### config.mk
export PLATFORM = sky130hd
export DESIGN_NAME = wb_burst_master
export DESIGN_NICKNAME = d
export VERILOG_FILES = /design/src/rtl/wb_pkg.sv /design/src/rtl/wb_timeout_cnt.sv /design/src/rtl/wb_burst_master.sv
export SDC_FILE = /design/constraint.sdc
export NUM_CORES = 1
export LEC_CHECK = 0
export ABC_AREA = 1
export ABC_CLOCK_PERIOD_IN_PS = 5300
export BUFFER_PORTS_ARGS = -buffer_cell sky130_fd_sc_hd__buf_2
export CORE_MARGIN = 4
export CORE_UTILIZATION = 45
export CTS_CLUSTER_SIZE = 8
export DETAILED_ROUTE_END_ITERATION = 12
export PLACE_DENSITY = 0.71
export SLEW_MARGIN = 10
export SYNTH_ARGS = -nofsm -noshare
export SYNTH_HDL_FRONTEND = slang
export SYNTH_SLANG_ARGS = --single-unit
### constraint.sdc
create_clock -name sys_clk -period 5.3 [get_ports sys_clk]
set_clock_uncertainty 0.2 [all_clocks]
set_input_delay 1.325 -clock sys_clk [delete_from_list [all_inputs] [get_ports sys_clk]]
set_output_delay 1.325 -clock sys_clk [all_outputs]
set_load 0.005 [all_outputs]
### src/rtl/wb_pkg.sv
// Shared Wishbone burst definitions: FSM state encodings, cycle-type identifiers and
// the byte-address width used by the burst master.
package wb_pkg;

  localparam int unsigned AW = 26;

  typedef logic [1:0] wb_state_t;

  localparam wb_state_t ST_IDLE     = 2'd0;
  localparam wb_state_t ST_RD_BURST = 2'd1;
  localparam wb_state_t ST_WR_BURST = 2'd2;

  localparam logic [2:0] CTI_CLASSIC = 3'b000;
  localparam logic [2:0] CTI_INCR    = 3'b010;
  localparam logic [2:0] CTI_EOB     = 3'b111;

  function automatic logic [2:0] beat_cti(input logic last);
    return last ? CTI_EOB : CTI_INCR;
  endfunction

endpackage

### src/rtl/wb_timeout_cnt.sv
// Strobe watchdog: counts cycles a strobe waits for acknowledge and flags expiry on the
// edge that would complete TIMEOUT waiting cycles.
module wb_timeout_cnt #(
  parameter int unsigned TIMEOUT = 1023
) (
  input  logic sys_clk,
  input  logic RESET,
  input  logic run,
  input  logic clear,
  output logic expired
);

  localparam int unsigned CW = (TIMEOUT < 2) ? 1 : $clog2(TIMEOUT + 1);
  localparam logic [CW-1:0] LIMIT = CW'(TIMEOUT - 1);

  logic [CW-1:0] r_cnt;

  always_ff @(posedge sys_clk or posedge RESET) begin
    if (RESET) begin
      r_cnt <= '0;
    end else if (clear) begin
      r_cnt <= '0;
    end else if (run) begin
      r_cnt <= r_cnt + CW'(1);
    end
  end

  // The owner drops the strobe on this edge, which clears the count again.
  assign expired = run && !clear && (r_cnt == LIMIT);

endmodule

### src/rtl/wb_burst_master.sv
// Wishbone incrementing-burst master: accepts one read or write command, runs the burst
// with registered bus outputs and aborts with an err pulse if the slave stops acknowledging.
module wb_burst_master
  import wb_pkg::*;
#(
  parameter int unsigned dw      = 32,
  parameter int unsigned TIMEOUT = 1023
) (
  input  logic            sys_clk,
  input  logic            RESET,
  input  logic            cmd_valid,
  output logic            cmd_ready,
  input  logic [AW-1:0]   cmd_addr,
  input  logic            cmd_we,
  input  logic [7:0]      cmd_len,
  input  logic            wr_valid,
  output logic            wr_ready,
  input  logic [dw-1:0]   wr_data,
  output logic            rd_valid,
  output logic [dw-1:0]   rd_data,
  output logic            wb_cyc_o,
  output logic            wb_stb_o,
  output logic            wb_we_o,
  output logic [AW-1:0]   wb_addr_o,
  output logic [dw-1:0]   wb_dat_o,
  output logic [dw/8-1:0] wb_sel_o,
  output logic [2:0]      wb_cti_o,
  input  logic            wb_ack_i,
  input  logic [dw-1:0]   wb_dat_i,
  output logic            busy,
  output logic            err
);

  localparam int unsigned SW = dw / 8;

  wb_state_t     r_state, w_state_nxt;
  logic          r_cyc, w_cyc_nxt;
  logic          r_stb, w_stb_nxt;
  logic          r_we, w_we_nxt;
  logic [AW-1:0] r_addr, w_addr_nxt;
  logic [dw-1:0] r_dat, w_dat_nxt;
  logic [SW-1:0] r_sel, w_sel_nxt;
  logic [2:0]    r_cti, w_cti_nxt;
  logic          r_rd_valid, w_rd_valid_nxt;
  logic [dw-1:0] r_rd_data, w_rd_data_nxt;
  logic          r_busy, w_busy_nxt;
  logic          r_err, w_err_nxt;
  logic [7:0]    r_cnt, w_cnt_nxt;   // acked beats still owed, minus one
  logic [8:0]    r_unl, w_unl_nxt;   // write beats not yet loaded onto the bus

  logic          w_ack;
  logic          w_last;
  logic          w_load;
  logic          w_expired;
  logic [AW-1:0] w_addr_inc;

  assign w_ack      = r_stb && wb_ack_i;
  assign w_last     = (r_cnt == 8'd0);
  assign w_addr_inc = r_addr + AW'(SW);

  assign cmd_ready = (r_state == ST_IDLE) && !RESET;
  assign wr_ready  = (r_state == ST_WR_BURST) && (r_unl != 9'd0) && (!r_stb || wb_ack_i);
  assign w_load    = wr_valid && wr_ready;

  wb_timeout_cnt #(
    .TIMEOUT (TIMEOUT)
  ) u_timeout (
    .sys_clk (sys_clk),
    .RESET   (RESET),
    .run     (r_stb),
    .clear   (!r_stb || wb_ack_i),
    .expired (w_expired)
  );

  always_comb begin
    w_state_nxt    = r_state;
    w_cyc_nxt      = r_cyc;
    w_stb_nxt      = r_stb;
    w_we_nxt       = r_we;
    w_addr_nxt     = r_addr;
    w_dat_nxt      = r_dat;
    w_cti_nxt      = r_cti;
    w_rd_valid_nxt = 1'b0;
    w_rd_data_nxt  = r_rd_data;
    w_busy_nxt     = r_busy;
    w_err_nxt      = 1'b0;
    w_cnt_nxt      = r_cnt;
    w_unl_nxt      = r_unl;

    case (r_state)
      ST_IDLE: begin
        if (cmd_valid && cmd_ready) begin
          w_addr_nxt = cmd_addr;
          w_we_nxt   = cmd_we;
          w_cnt_nxt  = cmd_len;
          w_cyc_nxt  = 1'b1;
          w_busy_nxt = 1'b1;
          w_cti_nxt  = beat_cti(cmd_len == 8'd0);
          if (cmd_we) begin
            w_state_nxt = ST_WR_BURST;
            w_stb_nxt   = 1'b0;
            w_unl_nxt   = {1'b0, cmd_len} + 9'd1;
          end else begin
            w_state_nxt = ST_RD_BURST;
            w_stb_nxt   = 1'b1;
            w_unl_nxt   = 9'd0;
          end
        end
      end

      ST_RD_BURST: begin
        if (w_ack) begin
          w_rd_valid_nxt = 1'b1;
          w_rd_data_nxt  = wb_dat_i;
          w_addr_nxt     = w_addr_inc;
          if (!w_last) begin
            w_cnt_nxt = r_cnt - 8'd1;
            w_cti_nxt = beat_cti(r_cnt == 8'd1);
          end
        end
      end

      ST_WR_BURST: begin
        if (w_ack) begin
          w_addr_nxt = w_addr_inc;
          w_stb_nxt  = 1'b0;
          if (!w_last) begin
            w_cnt_nxt = r_cnt - 8'd1;
          end
        end
        // A new beat may be loaded on the same edge the previous one is acked.
        if (w_load) begin
          w_dat_nxt = wr_data;
          w_stb_nxt = 1'b1;
          w_unl_nxt = r_unl - 9'd1;
          w_cti_nxt = beat_cti(r_unl == 9'd1);
        end
      end

      default: begin
        w_state_nxt = ST_IDLE;
      end
    endcase

    if ((r_state != ST_IDLE) && ((w_ack && w_last) || w_expired)) begin
      w_state_nxt = ST_IDLE;
      w_cyc_nxt   = 1'b0;
      w_stb_nxt   = 1'b0;
      w_we_nxt    = 1'b0;
      w_cti_nxt   = CTI_CLASSIC;
      w_busy_nxt  = 1'b0;
      w_unl_nxt   = 9'd0;
      w_err_nxt   = w_expired;
    end

    w_sel_nxt = w_stb_nxt ? {SW{1'b1}} : {SW{1'b0}};
  end

  always_ff @(posedge sys_clk or posedge RESET) begin
    if (RESET) begin
      r_state    <= ST_IDLE;
      r_cyc      <= 1'b0;
      r_stb      <= 1'b0;
      r_we       <= 1'b0;
      r_addr     <= '0;
      r_dat      <= '0;
      r_sel      <= '0;
      r_cti      <= CTI_CLASSIC;
      r_rd_valid <= 1'b0;
      r_rd_data  <= '0;
      r_busy     <= 1'b0;
      r_err      <= 1'b0;
      r_cnt      <= 8'd0;
      r_unl      <= 9'd0;
    end else begin
      r_state    <= w_state_nxt;
      r_cyc      <= w_cyc_nxt;
      r_stb      <= w_stb_nxt;
      r_we       <= w_we_nxt;
      r_addr     <= w_addr_nxt;
      r_dat      <= w_dat_nxt;
      r_sel      <= w_sel_nxt;
      r_cti      <= w_cti_nxt;
      r_rd_valid <= w_rd_valid_nxt;
      r_rd_data  <= w_rd_data_nxt;
      r_busy     <= w_busy_nxt;
      r_err      <= w_err_nxt;
      r_cnt      <= w_cnt_nxt;
      r_unl      <= w_unl_nxt;
    end
  end

  assign wb_cyc_o  = r_cyc;
  assign wb_stb_o  = r_stb;
  assign wb_we_o   = r_we;
  assign wb_addr_o = r_addr;
  assign wb_dat_o  = r_dat;
  assign wb_sel_o  = r_sel;
  assign wb_cti_o  = r_cti;
  assign rd_valid  = r_rd_valid;
  assign rd_data   = r_rd_data;
  assign busy      = r_busy;
  assign err       = r_err;

endmodule
* Word-level counts from Yosys, hierarchy flattened
Cells that the tools add are included.
** Storage, ports and cells
- Bits in registers :: 131
- Bits of input ports :: 104
- Output and inout port bits :: 105
- Word-level logic and storage cells :: 110
** Operators by class
- Add/subtract/negate cells :: 5
- Equality and inequality tests :: 13
- Mux-type cells :: 43
- Reduce and logical (&&, ||, !) cells :: 35
** Operators with widths (number)
- $mux W26 :: 2
- $pmux W26 S2 :: 1
- $mux W9 :: 4
- $add A26 B3 Y26 const B :: 1
- $mux W3 :: 8
- $mux W8 :: 3
- $mux W10 :: 2
- $pmux W9 S2 :: 1
- $logic_not A8 Y1 :: 2
- $pmux W8 S2 :: 1
- $mux W1 :: 14
- $add A10 B1 Y10 const B :: 1
- $eq A10 B10 Y1 const B :: 1
- $logic_and A1 B1 Y1 :: 10
- $reduce_bool A2 Y1 :: 5
- $add A8 B1 Y9 const B :: 1
- $eq A9 B1 Y1 const B :: 1
- $pmux W3 S3 :: 1
- $reduce_bool A9 Y1 :: 1
- $sub A9 B1 Y9 const B :: 1
- $eq A8 B1 Y1 const B :: 1
- $reduce_and A2 Y1 :: 4
- $sub A8 B1 Y8 const B :: 1
- $mux W2 :: 3
- other kinds (19) :: 26

* Logic depth before layout (Yosys ltp)
Gate-level depths: netlist (run 1).
- Depth in word-level cells :: 9
- Gate-level depth with buffers :: 13
- Mapped depth without buffers :: 12

* Hierarchy
From an unflattened synthesis (run 1), not the netlist that was laid out.
** Unflattened totals
- Cells, all modules :: 937
- Area total of the unflattened synthesis :: 6859.1 um^2
** Modules (own cells, without submodules)
- wb_burst_master :: times used 1, cells an instance 869, area an instance 6304.8 um^2
- wb_timeout_cnt :: times used 1, cells an instance 68, area an instance 554.3 um^2

* Worst setup path before layout (run 1)
Ideal clock, no wire load.
- Kind :: input to output
- From :: input port wb_ack_i
- To :: output port wr_ready
- Arrival time :: 1.644 ns
- Required time :: 3.775 ns
- Slack :: 2.131 ns
- Stages :: 4
- Buffers on the path :: 0
- Path through :: inv_1 > nand2_4 > inv_4 > nor2_1
** Between the ends
- Longest elaborated chain between the ends :: 2
** RTL lines
- start, declared :: RTL line wb_burst_master.sv:28 : input logic wb_ack_i,
- $logic_or A1 B1 Y1 :: RTL line wb_burst_master.sv:62 : assign wr_ready = (r_state == ST_WR_BURST) && (r_unl != 9'd0) && (!r_stb || wb_ack_i);
- $logic_and A1 B1 Y1 :: RTL line wb_burst_master.sv:62
- end, declared :: RTL line wb_burst_master.sv:17 : output logic wr_ready,
No other way between the ends.

* Worst setup path after layout (run 1)
- From :: register r_state[1]
- To :: register r_addr[11] (netlist: wb_addr_o[11])
** Between the ends
- Longest elaborated chain between the ends :: 5
- Elaborated cells between the ends (all ways) :: 11
- Those cells by class :: eq/ne (4); mux (1); reduce/logical (6)
** RTL lines
- start, declared :: RTL line wb_burst_master.sv:36 : wb_state_t r_state, w_state_nxt;
- start signal, assigned :: RTL line wb_burst_master.sv:176 : r_state <= w_state_nxt;
- $logic_not A2 Y1 :: RTL line wb_burst_master.sv:61, wb_burst_master.sv:90
- $logic_and A1 B1 Y1 :: RTL line wb_burst_master.sv:61 : assign cmd_ready = (r_state == ST_IDLE) && !RESET;
- $logic_and A1 B1 Y1 :: RTL line wb_burst_master.sv:92 : if (cmd_valid && cmd_ready) begin
- $ne A2 B1 Y1 (no line)
- $reduce_and A3 Y1 (no line)
- end signal, assigned :: RTL line wb_burst_master.sv:180 : r_addr <= w_addr_nxt;
- end, declared :: RTL line wb_burst_master.sv:40 : logic [AW-1:0] r_addr, w_addr_nxt;
Several ways; a longest one is shown, not always the timed one.
A chain may end at the register's enable or synchronous reset.

==> impl_metrics.env, run 1 <==
export IMPL_synth_edf_count=0
export IMPL_rr_endpoint="wb_addr_o[11]"
export IMPL_layout_setup_ws_ns=1.85
export IMPL_rsz0062_at_grt="false"
export IMPL_final_common_cell="nand2_1"
export IMPL_syn_num_nets=972
export IMPL_fin_crit_sh_pct=65.2
export IMPL_fin_crit_ns=3.45
export IMPL_relSlewSlack_pct=37.8
export IMPL_worstReg2RegStart="r_state[1]"
export IMPL_tns_ns=0
export IMPL_required_ns=5.39
export IMPL_cts_made_buffers=17
export IMPL_maxSlewViolCount=0
export IMPL_clock_root_buffer="clkbuf_16"
export IMPL_max_cap_violations=0
export IMPL_startpoint_type="flip-flop"
export IMPL_netlist_area_um2=6830
export IMPL_die_y_um=131
export IMPL_power_mw=4.99
export IMPL_synth_top_cell_by_area="dfrtp_1"
export IMPL_cp_end_kind="flip-flop"
export IMPL_place_ws_ns=1.84
export IMPL_drive_gt1_share_pct=29.5
export IMPL_num_io_pins=209
export IMPL_cts_resized=0
export IMPL_cts_sinks=126
export IMPL_cts_max_path_buffers=2
export IMPL_wl_met2_mm=8.67
export IMPL_core_um2=14700
export IMPL_grt_pass1_wl_mm=30.9
export IMPL_clk_latency_ns=0.42
export IMPL_startpoint="r_state[1]"
export IMPL_arrival_ns=3.54
export IMPL_vias_per_cell=5.07
export IMPL_max_freq_ghz=0.290
export IMPL_hp_class="reg -> reg"
export IMPL_dieWidth_um=131
export IMPL_routedWlPerCell_um=14.8
export IMPL_cts_tree="yes"
export IMPL_power_density_nw_per_um2=581
export IMPL_finalHoldViolCount=0
export IMPL_worstMarginPinSlew_ns=0.933
export IMPL_met3_length_mm=1.71
export IMPL_grt_pass1_vias=6215
export IMPL_antenna_found_initial=3
export IMPL_synth_area_top_cells="dfrtp_1 (46%), nand2_1 (14%), mux2_2 (5.6%)"
export IMPL_start_util_pct=46.4
export IMPL_gr_usage_all_layers_pct=21.8
export IMPL_async_reset_ff_share_pct=100
export IMPL_synth_cells=853
export IMPL_cts_htree_levels=4
export IMPL_clk_pin_slew_ns=0.06
export IMPL_r2r_slack_ns=1.85
export IMPL_grt_overflow=0
export IMPL_synthFlopType="dfrtp_1"
export IMPL_grt_start_max_net_pins=70
export IMPL_dp_hpwl_mm=13.7
export IMPL_syn2layout_area_growth_pct=25.7
export IMPL_ys_seq_area_share_pct=46.2
export IMPL_p_leak_nw=4.47
export IMPL_yosysTopAreaCellShare_pct=46.2
export IMPL_dieArea_um2=17200
export IMPL_synth_seq_cells=126
export IMPL_cts_setup_buffers=0
export IMPL_synth_warnings=0
export IMPL_drt_wl_total_mm=18.5
export IMPL_fp_row_count=44
export IMPL_synth_cell_types=41
export IMPL_cts_hold_buf=0
export IMPL_placed_cells=1218
export IMPL_drcViolationCount=0
export IMPL_critical_path_class="reg -> reg"
export IMPL_vdd_ir_drop_max_mv=0.359
export IMPL_gp_congestion=0.859
export IMPL_route_antenna_remaining_nets=0
export IMPL_critPathMaxFanout=53
export IMPL_status="completed"
export IMPL_nets=1172
export IMPL_worstRegToRegCells=10
export IMPL_stdcell_count=1253
export IMPL_wl_met1_mm=7.67
export IMPL_dr_pass1_iters=7
export IMPL_synth_avg_cell_area_um2=8.00
export IMPL_hp_start="rd_data[3]"
export IMPL_mostFrequentLayoutCells="nand2_1 (258), buf_2 (208), dfrtp_1 (126), nor2_1 (83), inv_1 (74)"
export IMPL_vias=6350
export IMPL_setup_violations=0
export IMPL_drt_iter0_drc=430
export IMPL_min_to="rd_data[3]"
export IMPL_top_layer_used="met4"
export IMPL_hold_depth=2
export IMPL_io_buffers=208
-- worst max path at each step --
stage	endpoint	slack [ns]	cells after the start
after detailed placement	wr_ready	1.84	6
after floorplan	busy	0.42	1
after CTS	wb_addr_o[11]	1.84	10
after global placement	wr_ready	1.86	6
after global routing	wb_addr_o[8]	1.49	10
final	wb_addr_o[11]	1.85	10
-- where the power goes --
| part | switching [mW] | internal, mW | leakage (nW) |
|---|---|---|---|
| clock | 0.450 | 0.791 | 0.291 |
| sequential | 0.321 | 1.39 | 1.57 |
| combinational | 1.20 | 0.835 | 2.61 |
| total | 1.98 | 3.01 | 4.47 |
-- metrics by stage --
| stage | util (%) | area (um2) | hold WS, ns |
|---|---|---|---|
| floorplan | - | 6830 | 0.251 |
| global placement | 54.1 | 7950 | 0.249 |
| detailed placement | 54.1 | 7950 | 0.253 |
| CTS | 58.3 | 8570 | 0.268 |
| global route | 58.4 | 8580 | 0.285 |
| finish | 58.4 | 8580 | 0.269 |
-- layer usage --
metal,track usage (%),vias up
met5,0,-
li1,-,3171
met4,8.46,0
met1,27.8,2886
met3,8.14,41
met2,33.9,252
-- area by class of cell --
class,count,area [um2]
fill,1337,6120
multi-input combinational,614,3170
sequential,126,3150
timing repair buffer,211,1080
clock buffer,20,437
inverter,83,319
tap,184,230
clock inverter,12,186
antenna,3,7.51
-- cells by family (layout without fill, tap and decap cells) --
kind of cell	after synthesis	in the layout	share of synthesized area, %
adder cells (fa/ha/maj)	15	15	2.75
buffers and inverters	113	326	7.37
XOR/XNOR	4	4	0.513
flip-flops	126	126	46.2
AO/OA/AOI/OAI	119	119	9.99
multiplexers	34	34	5.61
AND/OR/NAND/NOR	442	442	27.6
other	0	3	0
-- worst max-delay path: stages, from the launching register on --
cell,delay (ns)
dfrtp_1,0.41
inv_1,0.10
ha_1,0.28
buf_4,0.43
inv_1,0.55
nor2_1,0.29
nor2_1,0.09
nand2_4,0.19
clkinv_2,0.41
o21ai_1,0.24
o22ai_2,0.11
-- registers in the layout, indices dropped and copies added (netlist names), 2 cells and up --
name             count
r_state              2
wb_addr_o           26
u_timeout.r_cnt     10
r_unl                9
r_cnt                8
rd_data             32
wb_cti_o             2
wb_dat_o            32
-- synthesized netlist by cell type (10+ instances only) --
cell / instances
mux2_2: 34
nor3_1: 12
nand2_1: 258
buf_4: 10
nand4_1: 15
nor2_1: 84
o21ai_1: 12
dfrtp_1: 126
o21ai_0: 48
inv_1: 75
a21oi_1: 30
nand3_1: 49
ha_1: 15
No activity file was read; power rests on OpenSTA's default activity.
==> run 2, diff against run 1 <==
- ABC_CLOCK_PERIOD_IN_PS: 5300 -> 2800
- PLACE_DENSITY: 0.71 -> 0.74
- clock period: 5.3 -> 2.8 ns (I/O delays scaled with it)
==> run 2 against run 1 <==
  * Clock-buffer cell count down 1
  * Largest cell class unchanged
  * Critical endpoint is now wr_ready
  * Core utilization up 0.14 points
  * Non-clock buffer count up 5
  * Hold slack worse by 0.0053 ns
  * Highest routed layer unchanged
  * Critical path depth down 4
  * Largest power group unchanged
  * Sequential share of layout area down 0.086 points
==> impl_metrics.env, run 2 (synthesis results as in run 1) <==
export IMPL_dr_pass1_iters=5
export IMPL_routedWlPerCell_um=14.5
export IMPL_drt_iter0_drc=428
export IMPL_p_leak_nw=4.49
export IMPL_setup_violations=0
export IMPL_worstRegToRegCells=10
export IMPL_antenna_found_initial=0
export IMPL_maxSlewViolCount=0
export IMPL_design_area_um2=8600
export IMPL_power_mw=9.36
export IMPL_fp_row_count=44
export IMPL_critPathMaxFanout=8
export IMPL_route_antenna_remaining_nets=0
export IMPL_grt_pass1_wl_mm=29.7
export IMPL_layout_setup_ws_ns=0.192
export IMPL_fin_crit_ns=2.61
export IMPL_post_route_util_pct=58.5
export IMPL_cp_slowest_cell="dfrtp_1"
export IMPL_syn2layout_area_growth_pct=26.0
export IMPL_core_um2=14700
export IMPL_required_ns=1.90
export IMPL_relSlewSlack_pct=54.7
export IMPL_vdd_ir_drop_max_mv=0.654
export IMPL_worstMarginPinSlew_ns=0.680
export IMPL_cts_hold_buf=0
export IMPL_dp_hpwl_mm=13.4
export IMPL_hp_class="reg -> reg"
export IMPL_vias_per_cell=5.06
export IMPL_cp_num_buf_inv=3
export IMPL_num_io_pins=209
export IMPL_cts_resized=0
export IMPL_fillerInstances=1360
export IMPL_die_y_um=131
export IMPL_drt_wl_total_mm=18.2
export IMPL_status="completed"
export IMPL_cts_setup_buffers=0
export IMPL_grt_start_max_net_pins=127
export IMPL_vias=6351
export IMPL_grt_overflow=0
export IMPL_io_buffers=208
export IMPL_r2r_slack_ns=0.33
export IMPL_fin_crit_sh_pct=93.1
export IMPL_cts_made_buffers=17
export IMPL_placed_cells=1223
export IMPL_clock_root_buffer="clkbuf_16"
export IMPL_mostFrequentLayoutCells="nand2_1 (258), buf_2 (208), dfrtp_1 (126), nor2_1 (83), inv_1 (74)"
export IMPL_gp_congestion=0.922
export IMPL_cts_htree_levels=4
export IMPL_cpLargestDelayFamily="buffers and inverters"
export IMPL_drive_gt1_share_pct=30.0
export IMPL_critical_path_class="reg -> out"
export IMPL_worstReg2RegStart="r_state[1]"
export IMPL_finalHoldViolCount=0
export IMPL_rr_endpoint="wb_addr_o[11]"
export IMPL_cpPeakStageDelay_ns=0.39
export IMPL_dieArea_um2=17200
export IMPL_startpoint="r_state[0]"
export IMPL_tns_ns=0
export IMPL_place_area_um2=8000
export IMPL_grt_pass1_vias=6069
export IMPL_cts_max_path_buffers=2
export IMPL_rsz0062_at_grt="false"
export IMPL_cp_depth=6
export IMPL_gr_usage_all_layers_pct=20.9
export IMPL_start_util_pct=46.4
export IMPL_fin_hold_ws_ns=0.263
export IMPL_crit_chain="inv_1 > ha_1 > buf_4 > nand2_1 > nor2_1 > buf_2"
export IMPL_num_antenna_cells=0
export IMPL_dieWidth_um=131
export IMPL_drcViolationCount=0
export IMPL_cp_endpoint="wr_ready"
export IMPL_cts_tree="yes"
export IMPL_startpoint_type="flip-flop"
export IMPL_nets=1177
export IMPL_cp_end_kind="output pin"
export IMPL_place_ws_ns=0.317
export IMPL_power_density_nw_per_um2=1090
export IMPL_final_common_cell="nand2_1"
export IMPL_cts_sinks=126
export IMPL_arrival_ns=1.71
export IMPL_clk_pin_slew_ns=0.06
export IMPL_max_freq_ghz=0.383
export IMPL_stdcell_count=1255
export IMPL_max_cap_violations=0
export IMPL_clk_latency_ns=0.42
[run 2: layer usage]
layer | up-vias | part of all wire, % | GRT usage [%]
li1 | 3178 | - | -
met1 | 2900 | 45 | 27.6
met2 | 242 | 45 | 32.8
met3 | 31 | 8.2 | 6.31
met4 | 0 | 2.1 | 7.41
met5 | - | 0 | 0
[run 2: how the worst min path moves through the flow]
| stage | depth (start not counted) | endpoint | slack (ns) | start |
|---|---|---|---|---|
| after detailed placement | 2 | rd_data[14] | 0.25 | rd_data[14] |
| final | 2 | rd_data[7] | 0.26 | rd_data[7] |
| after global routing | 3 | rd_data[7] | 0.27 | wb_dat_i[7] |
| after floorplan | 1 | u_timeout.r_cnt[0] | 0.25 | u_timeout.r_cnt[0] |
| after CTS | 3 | rd_data[15] | 0.26 | wb_dat_i[15] |
| after global placement | 2 | rd_data[29] | 0.25 | rd_data[29] |
[run 2: worst min-delay path: cells and delay by family, from the launching register on]
family	cells	cell delay (ns)
DFF	1	0.34
and+or+nand+nor	2	0.09
[run 2: report_power, final]
| part | switching [mW] | total (mW) | internal, mW |
|---|---|---|---|
| clock | 0.843 | 2.25 | 1.40 |
| sequential | 0.604 | 3.23 | 2.62 |
| combinational | 2.28 | 3.89 | 1.61 |
[run 2: area by class of cell]
cell class	count	area, um2	share of cell area [%]
clock inverter	13	166	1.93
multi-input combinational	614	3170	36.9
tap	184	230	2.68
inverter	83	320	3.72
sequential	126	3150	36.7
timing repair buffer	216	1130	13.1
clock buffer	19	433	5.03
==> run 3, diff against run 2 <==
- ABC_CLOCK_PERIOD_IN_PS: 2800 -> 3200
- GPL_ROUTABILITY_DRIVEN: not set -> 0
- PLACE_DENSITY: 0.74 -> 0.71
- clock period: 2.8 -> 3.2 ns (I/O delays scaled with it)
==> run 3 against run 2 <==
  * Clock power shrank 7%
  * Core utilization rose by 0.39 points
  * Via count increased by 0.74%
  * Sequential power shrank 12%
  * Final cell count grew 0.24%
  * Hold slack got worse by 0.00068 ns
  * Clock-buffer cell count stayed put
  * Worst setup slack better by 0.36 ns
  * Critical endpoint unchanged
  * Register-to-register slack gained 0.38 ns
  * Final area grew 0.67%
  * Combinational power down 12%
  * Sequential cell count unchanged
  * Largest cell class unchanged
==> impl_metrics.env, run 3 (synthesis results as in run 1) <==
export IMPL_fin_crit_ns=2.65
export IMPL_die_y_um=131
export IMPL_hold_depth=2
export IMPL_finalHoldViolCount=0
export IMPL_cts_htree_levels=4
export IMPL_status="completed"
export IMPL_tns_ns=0
export IMPL_route_antenna_remaining_nets=0
export IMPL_dieArea_um2=17200
export IMPL_cts_hold_buf=0
export IMPL_worstMarginPinSlew_ns=0.843
export IMPL_cp_slowest_cell="dfrtp_1"
export IMPL_place_ws_ns=0.617
export IMPL_power_density_nw_per_um2=965
export IMPL_drcViolationCount=0
export IMPL_cts_made_buffers=17
export IMPL_r2r_slack_ns=0.71
export IMPL_cts_setup_buffers=0
export IMPL_design_area_um2=8660
export IMPL_maxSlewViolCount=0
export IMPL_critical_path_class="reg -> out"
export IMPL_clock_root_buffer="clkbuf_16"
export IMPL_cp_end_kind="output pin"
export IMPL_drive_gt1_share_pct=30.2
export IMPL_arrival_ns=1.65
export IMPL_rr_endpoint="wb_addr_o[17]"
export IMPL_cts_sinks=126
export IMPL_num_io_pins=209
export IMPL_gr_usage_all_layers_pct=22.1
export IMPL_clk_pin_slew_ns=0.06
export IMPL_vias=6398
export IMPL_post_route_util_pct=58.9
export IMPL_syn2layout_area_growth_pct=26.9
export IMPL_startpoint_type="flip-flop"
export IMPL_cts_tree="yes"
export IMPL_crit_chain="inv_1 > ha_1 > nand2_1 > nor2_1 > nand2_2 > nand2_1 > nor2_1 > buf_2"
export IMPL_vdd_ir_drop_max_mv=0.511
export IMPL_drt_iter0_drc=381
export IMPL_hp_start="rd_data[17]"
export IMPL_grt_overflow=0
export IMPL_critPathMaxFanout=5
export IMPL_worstRegToRegCells=10
export IMPL_io_buffers=208
export IMPL_p_leak_nw=4.52
export IMPL_cts_resized=0
export IMPL_rsz0062_at_grt="false"
export IMPL_layout_setup_ws_ns=0.553
export IMPL_stdcell_count=1258
export IMPL_fin_crit_sh_pct=82.7
export IMPL_dieWidth_um=131
export IMPL_clk_latency_ns=0.42
export IMPL_fp_row_count=44
export IMPL_start_util_pct=46.4
export IMPL_core_um2=14700
export IMPL_routedWlPerCell_um=15.1
export IMPL_required_ns=2.20
export IMPL_grt_start_max_net_pins=53
export IMPL_hp_class="reg -> reg"
export IMPL_grt_pass1_wl_mm=31.4
export IMPL_relSlewSlack_pct=43.7
export IMPL_final_common_cell="nand2_1"
export IMPL_grt_pass1_vias=6417
export IMPL_setup_violations=0
export IMPL_worstReg2RegStart="r_state[1]"
export IMPL_cts_max_path_buffers=2
export IMPL_dr_pass1_iters=8
export IMPL_place_area_um2=8020
export IMPL_cpPeakStageDelay_ns=0.40
export IMPL_placed_cells=1225
export IMPL_drt_wl_total_mm=19.0
export IMPL_dp_hpwl_mm=13.8
export IMPL_vias_per_cell=5.09
export IMPL_antenna_found_initial=1
export IMPL_min_to="rd_data[17]"
export IMPL_nets=1179
export IMPL_mostFrequentLayoutCells="nand2_1 (258), buf_2 (208), dfrtp_1 (126), nor2_1 (83), inv_1 (74)"
export IMPL_max_freq_ghz=0.378
export IMPL_max_cap_violations=0
## run 3: changes by cell type in the layout (fill, tap and decap cells not counted)
cell        previous run  this run
buf_4                  6         8
clkbuf_1               2         0
clkbuf_8               0         2
diode_2                0         2
bufinv_16              3         4
clkinv_2               4         3
clkinv_4               4         3
clkinvlp_4             4         3
inv_6                  1         2
## run 3: stage by stage
stage                     hold WS [ns]  power [mW]
after detailed placement         0.255        6.28
after CTS                        0.270        8.41
after global routing             0.291        9.02
final                            0.263        8.36
after floorplan                  0.251        5.05
after global placement           0.250        6.19
## run 3: how the worst max path moves through the flow
stage                        start            end  slack, ns  cells past startpoint
after floorplan              RESET           busy       0.65                      1
after global placement    wb_ack_i  wb_addr_o[17]       0.64                      9
after detailed placement  wb_ack_i  wb_addr_o[17]       0.62                      9
after CTS                 r_unl[0]       wr_ready       0.52                      8
after global routing      r_unl[0]       wr_ready       0.41                      8
final                     r_unl[0]       wr_ready       0.55                      8
## run 3: layer usage
metal | wire length (um) | track usage (%) | vias to the layer above
li1 | - | - | 3178
met1 | 8130 | 27.6 | 2968
met2 | 9030 | 36.2 | 219
met3 | 1450 | 7.15 | 33
met4 | 392 | 7.88 | 0
met5 | 0 | 0 | -
## run 3: area by class of cell
cell class                      instances  area (um2)
Fill cell                            1314        6040
Multi-Input combinational cell        614        3170
Sequential cell                       126        3150
Timing Repair Buffer                  218        1140
Clock buffer                           19         453
Inverter                               83         320
Tap cell                              184         230
Clock inverter                         12         184
Antenna cell                            2        5.00
## run 3: critical path: cells and delay by family, from the launching register on
kind | cells | cell delay (ns)
fa+ha+maj | 1 | 0.17
buf+inv | 2 | 0.26
flops | 1 | 0.40
simple gates | 5 | 0.39
## run 3: power by group
group / leakage [nW] / switching [mW] / internal [mW] / total, mW
logic: 2.64 / 2.01 / 1.41 / 3.42
registers: 1.57 / 0.547 / 2.30 / 2.84
clock network: 0.306 / 0.751 / 1.35 / 2.10
